`src/rtl/mem_1_access.sv`:
```
// rtl/mem_1_access.sv - second memory stage: data-memory access over req/ack, stalls upstream
//
// Purpose:
//   Consumes the registered m0_m1_* bundle from the address-calculation stage.
//   Non-memory ops pass through to writeback in one cycle. Aligned loads and
//   stores issue a registered request on the dmem req/ack port and stall
//   upstream until ack or timeout. Misaligned or timed-out accesses raise a
//   one-cycle exception to writeback.
//
// Ports:
//   clock, reset       pipeline clock (rising edge), async active-low reset
//   m0_m1_*            upstream instruction bundle, held stable while m1_stall=1
//   m1_stall           combinational hold request to upstream
//   dmem_req/we/addr/wdata   registered memory request, stable through the access
//   dmem_rdata/ack     memory response; rdata sampled only with ack
//   m1_wb_*            registered result bundle to writeback

`timescale 1ns/1ps

module mem_1_access #(
  parameter int unsigned TIMEOUT = 16,
  parameter int unsigned CNT_W   = 8
) (
  input  logic        clock,
  input  logic        reset,
  input  logic        m0_m1_oper,
  input  logic        m0_m1_readmem,
  input  logic        m0_m1_writemem,
  input  logic [31:0] m0_m1_data_addr,
  input  logic [31:0] m0_m1_regb,
  input  logic [4:0]  m0_m1_regdest,
  input  logic        m0_m1_writereg,
  output logic        m1_stall,
  output logic        dmem_req,
  output logic        dmem_we,
  output logic [31:0] dmem_addr,
  output logic [31:0] dmem_wdata,
  input  logic [31:0] dmem_rdata,
  input  logic        dmem_ack,
  output logic        m1_wb_oper,
  output logic        m1_wb_writereg,
  output logic [4:0]  m1_wb_regdest,
  output logic [31:0] m1_wb_result,
  output logic        m1_wb_exc
);

  typedef enum logic {
    S_IDLE   = 1'b0,
    S_ACCESS = 1'b1
  } state_t;

  // Counter value at which an unacknowledged access is aborted.
  localparam logic [CNT_W-1:0] TO_LAST = (TIMEOUT == 0) ? '0 : CNT_W'(TIMEOUT - 1);
  localparam bit               TO_EN   = (TIMEOUT != 0);

  state_t            state_q;
  logic [CNT_W-1:0]  cnt_q;
  logic [CNT_W-1:0]  cnt_d;
  logic              req_q;
  logic              we_q;
  logic [31:0]       addr_q;
  logic [31:0]       wdata_q;
  logic [4:0]        dest_q;
  logic              wreg_q;
  logic              wb_oper_q;
  logic              wb_wreg_q;
  logic [4:0]        wb_dest_q;
  logic [31:0]       wb_result_q;
  logic              wb_exc_q;

  logic is_mem;
  logic aligned;
  logic timeout_hit;

  assign is_mem      = m0_m1_readmem | m0_m1_writemem;
  assign aligned     = (m0_m1_data_addr[1:0] == 2'b00);
  assign timeout_hit = TO_EN && (cnt_q == TO_LAST);

  // Saturating increment so a long wait with timeout disabled cannot wrap.
  assign cnt_d = (cnt_q == {CNT_W{1'b1}}) ? cnt_q : cnt_q + 1'b1;

  // Upstream may advance on the ack edge itself, so ack releases the stall.
  assign m1_stall = (state_q == S_ACCESS) & ~dmem_ack;

  always_ff @(posedge clock or negedge reset) begin
    if (!reset) begin
      state_q     <= S_IDLE;
      cnt_q       <= '0;
      req_q       <= 1'b0;
      we_q        <= 1'b0;
      addr_q      <= '0;
      wdata_q     <= '0;
      dest_q      <= '0;
      wreg_q      <= 1'b0;
      wb_oper_q   <= 1'b0;
      wb_wreg_q   <= 1'b0;
      wb_dest_q   <= '0;
      wb_result_q <= '0;
      wb_exc_q    <= 1'b0;
    end else begin
      case (state_q)
        S_IDLE: begin
          // Default: writeback bubble, no request.
          req_q       <= 1'b0;
          wb_oper_q   <= 1'b0;
          wb_wreg_q   <= 1'b0;
          wb_dest_q   <= '0;
          wb_result_q <= '0;
          wb_exc_q    <= 1'b0;
          if (m0_m1_oper) begin
            if (!is_mem) begin
              wb_oper_q   <= 1'b1;
              wb_wreg_q   <= m0_m1_writereg;
              wb_dest_q   <= m0_m1_regdest;
              wb_result_q <= m0_m1_data_addr;
            end else if (!aligned) begin
              wb_oper_q   <= 1'b1;
              wb_dest_q   <= m0_m1_regdest;
              wb_exc_q    <= 1'b1;
            end else begin
              // readmem and writemem together resolve to a store.
              req_q   <= 1'b1;
              we_q    <= m0_m1_writemem;
              addr_q  <= m0_m1_data_addr;
              wdata_q <= m0_m1_regb;
              dest_q  <= m0_m1_regdest;
              wreg_q  <= m0_m1_writereg;
              cnt_q   <= '0;
              state_q <= S_ACCESS;
            end
          end
        end

        S_ACCESS: begin
          wb_oper_q   <= 1'b0;
          wb_wreg_q   <= 1'b0;
          wb_dest_q   <= '0;
          wb_result_q <= '0;
          wb_exc_q    <= 1'b0;
          if (dmem_ack) begin
            req_q       <= 1'b0;
            wb_oper_q   <= 1'b1;
            wb_dest_q   <= dest_q;
            wb_wreg_q   <= we_q ? 1'b0 : wreg_q;
            wb_result_q <= we_q ? 32'd0 : dmem_rdata;
            state_q     <= S_IDLE;
          end else if (timeout_hit) begin
            req_q     <= 1'b0;
            wb_oper_q <= 1'b1;
            wb_dest_q <= dest_q;
            wb_exc_q  <= 1'b1;
            state_q   <= S_IDLE;
          end else begin
            cnt_q <= cnt_d;
          end
        end

        default: begin
          state_q <= S_IDLE;
          req_q   <= 1'b0;
        end
      endcase
    end
  end

  assign dmem_req       = req_q;
  assign dmem_we        = we_q;
  assign dmem_addr      = addr_q;
  assign dmem_wdata     = wdata_q;
  assign m1_wb_oper     = wb_oper_q;
  assign m1_wb_writereg = wb_wreg_q;
  assign m1_wb_regdest  = wb_dest_q;
  assign m1_wb_result   = wb_result_q;
  assign m1_wb_exc      = wb_exc_q;

endmodule

```
`config.mk`:
```
export PLATFORM = sky130hd
export DESIGN_NAME = mem_1_access
export DESIGN_NICKNAME = d
export VERILOG_FILES = /design/src/rtl/mem_1_access.sv
export SDC_FILE = /design/constraint.sdc
export NUM_CORES = 1
export LEC_CHECK = 0
export CORE_MARGIN = 1
export CORE_UTILIZATION = 41
export DETAILED_ROUTE_END_ITERATION = 12
export PLACE_DENSITY = 0.8
export SLEW_MARGIN = 20
export SYNTH_ARGS = -nofsm -noshare
export SYNTH_HDL_FRONTEND = slang
export SYNTH_SLANG_ARGS = --single-unit
export TNS_END_PERCENT = 50
```
`constraint.sdc`:
```
create_clock -name clock -period 2.15 [get_ports clock]
set_input_delay 0.43 -clock clock [delete_from_list [all_inputs] [get_ports clock]]
set_output_delay 0.43 -clock clock [all_outputs]
set_load 0.02 [all_outputs]
```
==> impl_metrics.tcl, run 1 <==
set metrics [dict create \
    drc 0 \
    power_frac_clock 0.373 \
    required_ns 1.72 \
    hpwl_mm 8.68 \
    fmax_ghz 0.505 \
    portBuffers 214 \
    cp-end-kind "output port" \
    p_per_area_nw_per_um2 1020 \
    drive_gt1_frac 0.220 \
    power_mw 7.81 \
    tritoncts "done" \
    ys_ff_latch 121 \
    wl_mm 12.6 \
    numCtsBuffers 17 \
    grt_usage 0.220 \
    postCtsSetupBuffers 0 \
    cp.depth 1 \
    post_synth_inst_count 308 \
    r2r_start "cnt_q[4]" \
    place_ws_ns 0.0120 \
    path_cells "clkdlybuf4s50_1" \
    p_switching_mw 2.08 \
    ys_warn_count 0 \
    yosysSeqAreaShare 0.656 \
    path_max_fanout 3 \
    timing.final.crit_share 0.921 \
    synth.largest_area_cell "dfrtp_1" \
    violations "hold timing" \
    setup-violations-final 0 \
    dr.first_iter.drc_count 210 \
    p_seq_frac 0.373 \
    dp_cells 659 \
    die_x_um 108 \
    grt_antenna_before_repair 0 \
    grt_pass1_wl_mm 19.0 \
    worstSetupStartpointType "flip-flop" \
    cts_htree_levels 4 \
    sw_frac_of_total 0.266 \
    cp_slowest_stage_delay_ns 0.64 \
    core_um2 10900 \
    worst_pin_slew_ns 0.645 \
    period_needed_ns 1.98 \
    fin_setup_tns_ns 0 \
    finalCoreUtilization 0.701 \
    critPathArrivalTime_ns 1.55 \
    critical_path_class "reg -> out" \
    crit_buf_inv 1 \
    cts_hold_buf 0 \
    synth.cell_area_um2 4620 \
    rsz0062_at_grt "no" \
    dieHeight_um 108 \
    die_area_um2 11700 \
    synth_area_leaders "dfrtp_1, mux2_2, a22o_1, buf_2, o21ai_0" \
    synthesis.nets 417 \
    final_cell_mix "clkdlybuf4s50_1, dfrtp_1, mux2_2, a22o_1, clkbuf_16" \
    antenna_cells 0 \
    multi_input_area_um2 1510 \
    setup_slack_ns 0.170 \
    firstDrtPassIters 5 \
    pin_count 215 \
    gp_congestion 0.751 \
    hold_path.class "in -> async" \
    clk_path_buf_depth 2 \
    nNetsFinal 647 \
    final_common_cell "clkdlybuf4s50_1" \
    holdWs_ns -0.00681 \
    status "finished, violations left" \
    final-seq-area_um2 3030 \
    fill_cells 783 \
    cts-root-buf "clkbuf_8" \
    netlist-cell-type-count 36 \
    avgSynthCellArea_um2 15.0 \
    r2r_slack_ns 0.31 \
    clk_pin_slew_worst_paths_ns 0.06 \
    dr_total_vias 3569 \
    p_int_mw 5.73 \
    path_delay_family "buffers and inverters" \
    finClkSkew_ns 0.0125 \
    syn2layout_area_growth_pct 65.4 \
    initial_utilization 0.424 \
    ir_drop_v 0.000479 \
    clk_latency_ns 0.51 \
    via_per_inst 5.17 \
    power.leakage_nw 3.30 \
    cap_violations 0 \
    cp-startpoint "dmem_we" \
    synth_top_area_frac 0.656 \
    grt_pass1_vias 3699 \
    cts_sinks 121 \
    cts_resized 0 \
    comb_power_share 0.254 \
    slowest_stage "clkdlybuf4s50_1" \
    grt.overflow.total 0 \
    timing.rr.end "cnt_q[4]" \
    fin_cells 690 \
    drt-wirelength-per-cell_um 18.3 \
    grt_max_degree 122 \
    r2r_cells 5 \
    ant_nets 0 \
    slew_headroom 0.570 \
    maxSlewViolCount 0 \
    hold_viol_final 9 \
    row_count 38 \
]
==> synthesized netlist by cell type (all sizes together) <==
cell type	number
dfrtp	121
mux2	69
a22o	39
buf	12
nand2	8
nor2	8
o21ai	6
clkbuf	5
nand3	4
o31ai	4
and2	3
o211ai	3
or2	3
inv	2
nor2b	2
o21a	2
o41ai	2
or4	2
a211oi	1
a21oi	1
a31o	1
a31oi	1
ha	1
nand2b	1
nand3b	1
nand4	1
nor3	1
o221ai	1
o311ai	1
o31a	1
or3	1
==> state kept, by name (all words and copies together) (netlist names) <==
name	count
dmem_addr	32
dmem_wdata	32
m1_wb_result	32
cnt_q	8
dest_q	5
m1_wb_regdest	5
dmem_req	1
dmem_we	1
m1_wb_exc	1
m1_wb_oper	1
m1_wb_writereg	1
state_q	1
wreg_q	1
==> final cells by class <==
class	count	share of cell area
clock buffer	23	0.0611
clock inverter	8	0.0187
inverter	2	0.000983
multi-input combinational	168	0.197
sequential	121	0.397
tap	140	0.0229
timing repair buffer	228	0.303
==> stage by stage <==
step / hold WS [ns] / area, um2
floorplan: 0.134 / 4620
global placement: 0.468 / 7020
detailed placement: 0.480 / 7020
CTS: 0.0240 / 7630
global route: 0.0553 / 7630
finish: -0.00681 / 7630
==> power groups by stage <==
stage | Combinational (mW) | Sequential, mW | Clock [mW]
2_1_floorplan | 0.450 | 3.35 | 0
4_1_cts | 2.00 | 2.91 | 2.98
3_3_place_gp | 1.95 | 2.92 | 0
5_1_grt | 2.09 | 2.96 | 3.09
6_report | 1.98 | 2.91 | 2.92
3_5_place_dp | 1.99 | 2.94 | 0
==> how the worst max path moves through the flow <==
| stage | to | slack [ns] |
|---|---|---|
| 2_1_floorplan | dest_q[0] | 0.48 |
| 3_3_place_gp | cnt_q[4] | 0.09 |
| 3_5_place_dp | cnt_q[4] | 0.01 |
| 4_1_cts | m1_stall | 0.03 |
| 5_1_grt | dmem_we | 0.09 |
| 6_report | dmem_we | 0.17 |
==> routing by layer <==
metal / GRT usage / up-vias / routed length, um
li1: - / 1591 / -
met1: 0.252 / 1766 / 4820
met2: 0.369 / 193 / 6380
met3: 0.0898 / 19 / 1240
met4: 0.0793 / 0 / 174
met5: 0 / - / 0
==> kinds of logic (layout without fill, tap and decap cells) <==
group | after synthesis | count (layout) | synth area share
AO/OA/AOI/OAI | 63 | 63 | 0.112
multiplexers | 69 | 69 | 0.168
buffers and inverters | 19 | 261 | 0.0206
flip-flops | 121 | 121 | 0.656
adder cells (fa/ha/maj) | 1 | 1 | 0.00271
AND/OR/NAND/NOR | 35 | 35 | 0.0407
No activity file was read; power rests on OpenSTA's default activity.
==> run 2, diff against run 1 <==
--- a/config.mk
+++ b/config.mk
@@ -6,9 +6,8 @@
 export NUM_CORES = 1
 export LEC_CHECK = 0
 export CORE_MARGIN = 1
-export CORE_UTILIZATION = 41
+export CORE_UTILIZATION = 30
 export DETAILED_ROUTE_END_ITERATION = 12
-export PLACE_DENSITY = 0.8
 export SLEW_MARGIN = 20
 export SYNTH_ARGS = -nofsm -noshare
 export SYNTH_HDL_FRONTEND = slang
==> run 2 against run 1 <==
Effect of this change:
- the flow now finishes without violations
- clock skew decreased by 0.0067 ns
- combinational power about the same
- clock-buffer cell count grew 1
- fmax grew 4.9%
- clock power is 10% lower
- global-route usage shrank 5.4 points
- worst setup slack improved by 0.092 ns
- critical path type is now reg -> reg
==> impl_metrics.tcl, run 2 (synthesis results as in run 1) <==
set metrics [dict create \
    core_um2 14800 \
    critPathArrivalTime_ns 2.16 \
    gp_congestion 0.780 \
    r2r_cells 5 \
    maxSlewViolCount 0 \
    cap_violations 0 \
    dieHeight_um 126 \
    cp-end-kind "flip-flop" \
    clk_latency_ns 0.41 \
    drc 0 \
    nNetsFinal 653 \
    tritoncts "done" \
    ir_drop_v 0.000549 \
    hold_path.class "in -> async" \
    worst_pin_slew_ns 0.433 \
    grt_antenna_before_repair 0 \
    final_area_um2 7680 \
    path_cells "ha_1 -> nand3_1 -> a211oi_2 -> or2_2 -> o311ai_0" \
    sw_frac_of_total 0.274 \
    path_max_fanout 7 \
    p_seq_frac 0.388 \
    comb_power_share 0.263 \
    antenna_cells 0 \
    fmax_ghz 0.530 \
    fill_cells 1278 \
    dp_cells 708 \
    row_count 44 \
    grt_max_degree 40 \
    dr.first_iter.drc_count 126 \
    p_per_area_nw_per_um2 976 \
    r2r_slack_ns 0.26 \
    drt-wirelength-per-cell_um 17.0 \
    cp_slowest_stage_delay_ns 0.41 \
    timing.final.crit_share 0.878 \
    hold_viol_final 0 \
    grt_pass1_wl_mm 20.1 \
    grt.overflow.total 0 \
    critical_path_class "reg -> reg" \
    initial_utilization 0.313 \
    postCtsSetupBuffers 0 \
    rsz0062_at_grt "no" \
    firstDrtPassIters 4 \
    die_area_um2 15900 \
    required_ns 2.42 \
    slowest_stage "dfrtp_1" \
    cts-root-buf "clkbuf_16" \
    ant_nets 0 \
    p_int_mw 5.45 \
    fin_cells 741 \
    clk_path_buf_depth 2 \
    wl_mm 12.6 \
    setup-violations-final 0 \
    power.leakage_nw 3.30 \
    numCtsBuffers 17 \
    portBuffers 214 \
    worstSetupStartpointType "flip-flop" \
    dr_total_vias 3516 \
    pin_count 215 \
    cts_sinks 121 \
    finClkSkew_ns 0.00577 \
    final_cell_mix "clkdlybuf4s50_1, dfrtp_1, mux2_2, a22o_1, clkbuf_16" \
    final_common_cell "clkdlybuf4s50_1" \
    cts_htree_levels 4 \
    grt_usage 0.166 \
    holdWs_ns 0.476 \
    power_frac_clock 0.350 \
    die_x_um 126 \
    drive_gt1_frac 0.228 \
    period_needed_ns 1.89 \
    post_dp_cell_area_um2 7120 \
    grt_pass1_vias 3857 \
    hpwl_mm 9.17 \
    via_per_inst 4.74 \
    syn2layout_area_growth_pct 66.4 \
    clk_pin_slew_worst_paths_ns 0.05 \
    status "finished, final reports clean" \
    p_switching_mw 2.05 \
    slew_headroom 0.710 \
]
==> run 2: power groups by stage <==
stage / registers (mW) / logic, mW / clock network (mW)
4_1_cts: 2.91 / 2.00 / 2.70
5_1_grt: 2.96 / 2.09 / 2.81
6_report: 2.91 / 1.97 / 2.62
2_1_floorplan: 3.35 / 0.450 / 0
3_3_place_gp: 2.92 / 1.97 / 0
3_5_place_dp: 2.94 / 1.99 / 0
==> run 2: what timing repair did <==
item                                    in CTS  in global routing
endpoints found under the setup margin       1                  1
resized for setup                            1                  1
hold buffers                                 1                  0
hold endpoints to repair                    23                  0
==> run 2: path summary, 6_finish.rpt <==
| check | start | end |
|---|---|---|
| worst max register to register | cnt_q[0] | cnt_q[4] |
| min in group clock | dmem_addr[1] | dmem_addr[1] |
| worst max-delay path | cnt_q[0] | cnt_q[4] |
| worst min register to register | dmem_addr[1] | dmem_addr[1] |
| max in group asynchronous | reset | dmem_addr[9] |
| worst min-delay path | reset | dmem_wdata[29] |
==> run 2: worst max-delay path, delay by kind of cell, from the launching register on <==
family / cells / cell delay, ns
AO/OA/AOI/OAI: 2 / 0.51
adder cells (fa/ha/maj): 1 / 0.24
AND/OR/NAND/NOR: 2 / 0.59
flip-flops: 1 / 0.41
==> run 2: routing by layer <==
| layer | routed length (um) | track usage | part of all wire | up-vias |
|---|---|---|---|---|
| met1 | 5160 | 0.192 | 0.41 | 1726 |
| met3 | 1110 | 0.0680 | 0.088 | 14 |
| met2 | 6120 | 0.274 | 0.49 | 161 |
| met5 | 0 | 0 | 0 | - |
| li1 | - | - | - | 1615 |
| met4 | 178 | 0.0673 | 0.014 | 0 |
==> run 2: final cells by class <==
type / instances / area, um2 / share of cell area
sequential: 121 / 3030 / 0.394
timing repair buffer: 234 / 2360 / 0.307
multi-input combinational: 168 / 1510 / 0.196
clock buffer: 24 / 482 / 0.0627
tap: 184 / 230 / 0.0300
clock inverter: 8 / 70.1 / 0.00912
inverter: 2 / 7.51 / 0.000977
==> run 2: per-stage QoR <==
stage,power [mW],setup TNS [ns],util,worst slack (ns)
2_1_floorplan,3.80,0,-,0.481
3_3_place_gp,4.89,0,0.482,0.00185
3_5_place_dp,4.93,-0.138,0.482,-0.138
4_1_cts,7.61,0,0.520,0.00654
5_1_grt,7.85,0,0.521,0.192
6_report,7.50,0,0.521,0.262
==> run 3, diff against run 2 <==
--- a/config.mk
+++ b/config.mk
@@ -5,10 +5,12 @@
 export SDC_FILE = /design/constraint.sdc
 export NUM_CORES = 1
 export LEC_CHECK = 0
+export CELL_PAD_IN_SITES_DETAIL_PLACEMENT = 1
+export CELL_PAD_IN_SITES_GLOBAL_PLACEMENT = 2
 export CORE_MARGIN = 1
-export CORE_UTILIZATION = 30
+export CORE_UTILIZATION = 26
 export DETAILED_ROUTE_END_ITERATION = 12
-export SLEW_MARGIN = 20
+export PLACE_DENSITY_LB_ADDON = 0.1
 export SYNTH_ARGS = -nofsm -noshare
 export SYNTH_HDL_FRONTEND = slang
 export SYNTH_SLANG_ARGS = --single-unit
==> run 3 against run 2 <==
Effect of this change:
- utilization down 6.4 points
- design area is 2.9% higher
- clock skew grew 0.00073 ns
- global-route usage fell by 0.84 points
- hold slack gained 0.015 ns
- register-to-register slack improved by 0.11 ns
- sequential cell count is the same
- critical path depth shrank 4
- sequential share of layout area decreased by 1.1 points
- first-iteration DRC count decreased by 25%
- routed wire length is 11% higher
- total power up 9.6%
- critical path type is now reg -> out
- critical endpoint is now dmem_we
- largest power group is now clock
==> impl_metrics.tcl, run 3 (synthesis results as in run 1) <==
set metrics [dict create \
    path_max_fanout 3 \
    status "finished, final reports clean" \
    grt_pass1_vias 3899 \
    worstSetupStartpointType "flip-flop" \
    hpwl_mm 10.2 \
    grt_usage 0.158 \
    drt-wirelength-per-cell_um 17.7 \
    wl_mm 13.9 \
    comb_power_share 0.242 \
    initial_utilization 0.267 \
    drc 0 \
    timing.final.crit_share 0.882 \
    grt_max_degree 40 \
    fmax_ghz 0.527 \
    power.leakage_nw 3.37 \
    setup_slack_ns 0.253 \
    cp-end-kind "output port" \
    finClkSkew_ns 0.00650 \
    tritoncts "done" \
    die_area_um2 18300 \
    r2r_cells 5 \
    critPathArrivalTime_ns 1.47 \
    final_cell_mix "clkdlybuf4s50_1, dfrtp_1, mux2_2, a22o_1, clkbuf_16" \
    p_per_area_nw_per_um2 1040 \
    dr.first_iter.drc_count 95 \
    grt_pass1_wl_mm 21.5 \
    cp_slowest_stage_delay_ns 0.66 \
    pin_count 215 \
    gp_congestion 0.702 \
    clk_path_buf_depth 2 \
    portBuffers 214 \
    ir_drop_v 0.000513 \
    clk_pin_slew_worst_paths_ns 0.05 \
    die_x_um 135 \
    numCtsBuffers 17 \
    cap_violations 0 \
    power_frac_clock 0.405 \
    antenna_cells 0 \
    cts-root-buf "clkbuf_16" \
    period_needed_ns 1.90 \
    final_area_um2 7900 \
    drive_gt1_frac 0.233 \
    critical_path_class "reg -> out" \
    p_int_mw 6.10 \
    p_seq_frac 0.353 \
    dieHeight_um 135 \
    post_dp_cell_area_um2 7200 \
    setup-violations-final 0 \
    path_cells "clkdlybuf4s50_1" \
    rsz0062_at_grt "no" \
    path_delay_family "buffers and inverters" \
    final_common_cell "clkdlybuf4s50_1" \
    hold_viol_final 0 \
    slowest_stage "clkdlybuf4s50_1" \
    worst_pin_slew_ns 0.387 \
    firstDrtPassIters 4 \
    slew_headroom 0.742 \
    cp.depth 1 \
    ant_nets 0 \
    syn2layout_area_growth_pct 71.2 \
    maxSlewViolCount 0 \
    p_switching_mw 2.12 \
    grt_antenna_before_repair 0 \
    place_ws_ns 0.0628 \
    clk_latency_ns 0.41 \
    dr_total_vias 3509 \
    crit_buf_inv 1 \
    core_um2 17300 \
    hold_path.class "in -> async" \
    cts_sinks 121 \
    nNetsFinal 654 \
    row_count 48 \
    fill_cells 1788 \
    fin_setup_tns_ns 0 \
    cts_htree_levels 4 \
    sw_frac_of_total 0.258 \
    grt.overflow.total 0 \
    required_ns 1.72 \
    postCtsSetupBuffers 0 \
    via_per_inst 4.48 \
]
-- run 3: cell types whose count changed in the layout (fill, tap and decap cells not counted) --
cell / delta
clkinvlp_4: +1
nor2_4: +2
dfrtp_2: -1
clkinv_2: -2
dfrtp_1: +1
clkbuf_8: -2
nor2_2: -2
clkbuf_1: -3
bufinv_16: +6
buf_12: +1
-- run 3: layout make-up --
cell class / instances / area [um2] / share of cell area
Clock buffer: 19 / 443 / 0.0561
Clock inverter: 13 / 248 / 0.0314
Inverter: 2 / 7.51 / 0.000950
Multi-Input combinational cell: 168 / 1520 / 0.192
Sequential cell: 121 / 3030 / 0.383
Tap cell: 225 / 282 / 0.0356
Timing Repair Buffer: 235 / 2380 / 0.301
-- run 3: power groups by stage --
stage	clock (mW)	combinational [mW]	sequential, mW
after floorplan	0	0.450	3.35
after global placement	0	2.00	2.92
after detailed placement	0	2.02	2.94
after CTS	3.42	2.03	2.90
after global routing	3.53	2.12	2.96
final	3.33	1.99	2.90
-- run 3: per-layer routing --
metal	share of wire	global-route usage	up-vias
li1	-	-	1610
met1	0.41	0.190	1730
met2	0.47	0.246	159
met3	0.11	0.0733	10
met4	0.011	0.0587	0
met5	0	0	-
-- run 3: worst paths after layout --
path / endpoint / startpoint / slack (ns)
min in group clock: m1_wb_regdest[3] / dest_q[3] / 0.50
hold / removal: dmem_wdata[25] / reset / 0.49
setup / recovery: dmem_we / dmem_we / 0.25
max in group asynchronous: m1_wb_regdest[0] / reset / 1.03
hold reg to reg: m1_wb_regdest[3] / dest_q[3] / 0.50
setup reg to reg: cnt_q[4] / cnt_q[0] / 0.37
-- run 3: through the flow --
| stage | hold slack (ns) | power (mW) | util | cells |
|---|---|---|---|---|
| floorplan | 0.134 | 3.80 | - | 308 |
| global placement | 0.387 | 4.92 | 0.416 | 750 |
| detailed placement | 0.382 | 4.96 | 0.416 | 750 |
| CTS | 0.496 | 8.35 | 0.457 | 783 |
| global route | 0.510 | 8.61 | 0.457 | 783 |
| finish | 0.491 | 8.22 | 0.457 | 783 |
-- run 3: what timing repair did --
item / 4_1_cts / 5_1_grt
hold buffers: 1 / 0
setup endpoints to repair: 0 / 1
resized for setup: 0 / 1
hold endpoints to repair: 23 / 0
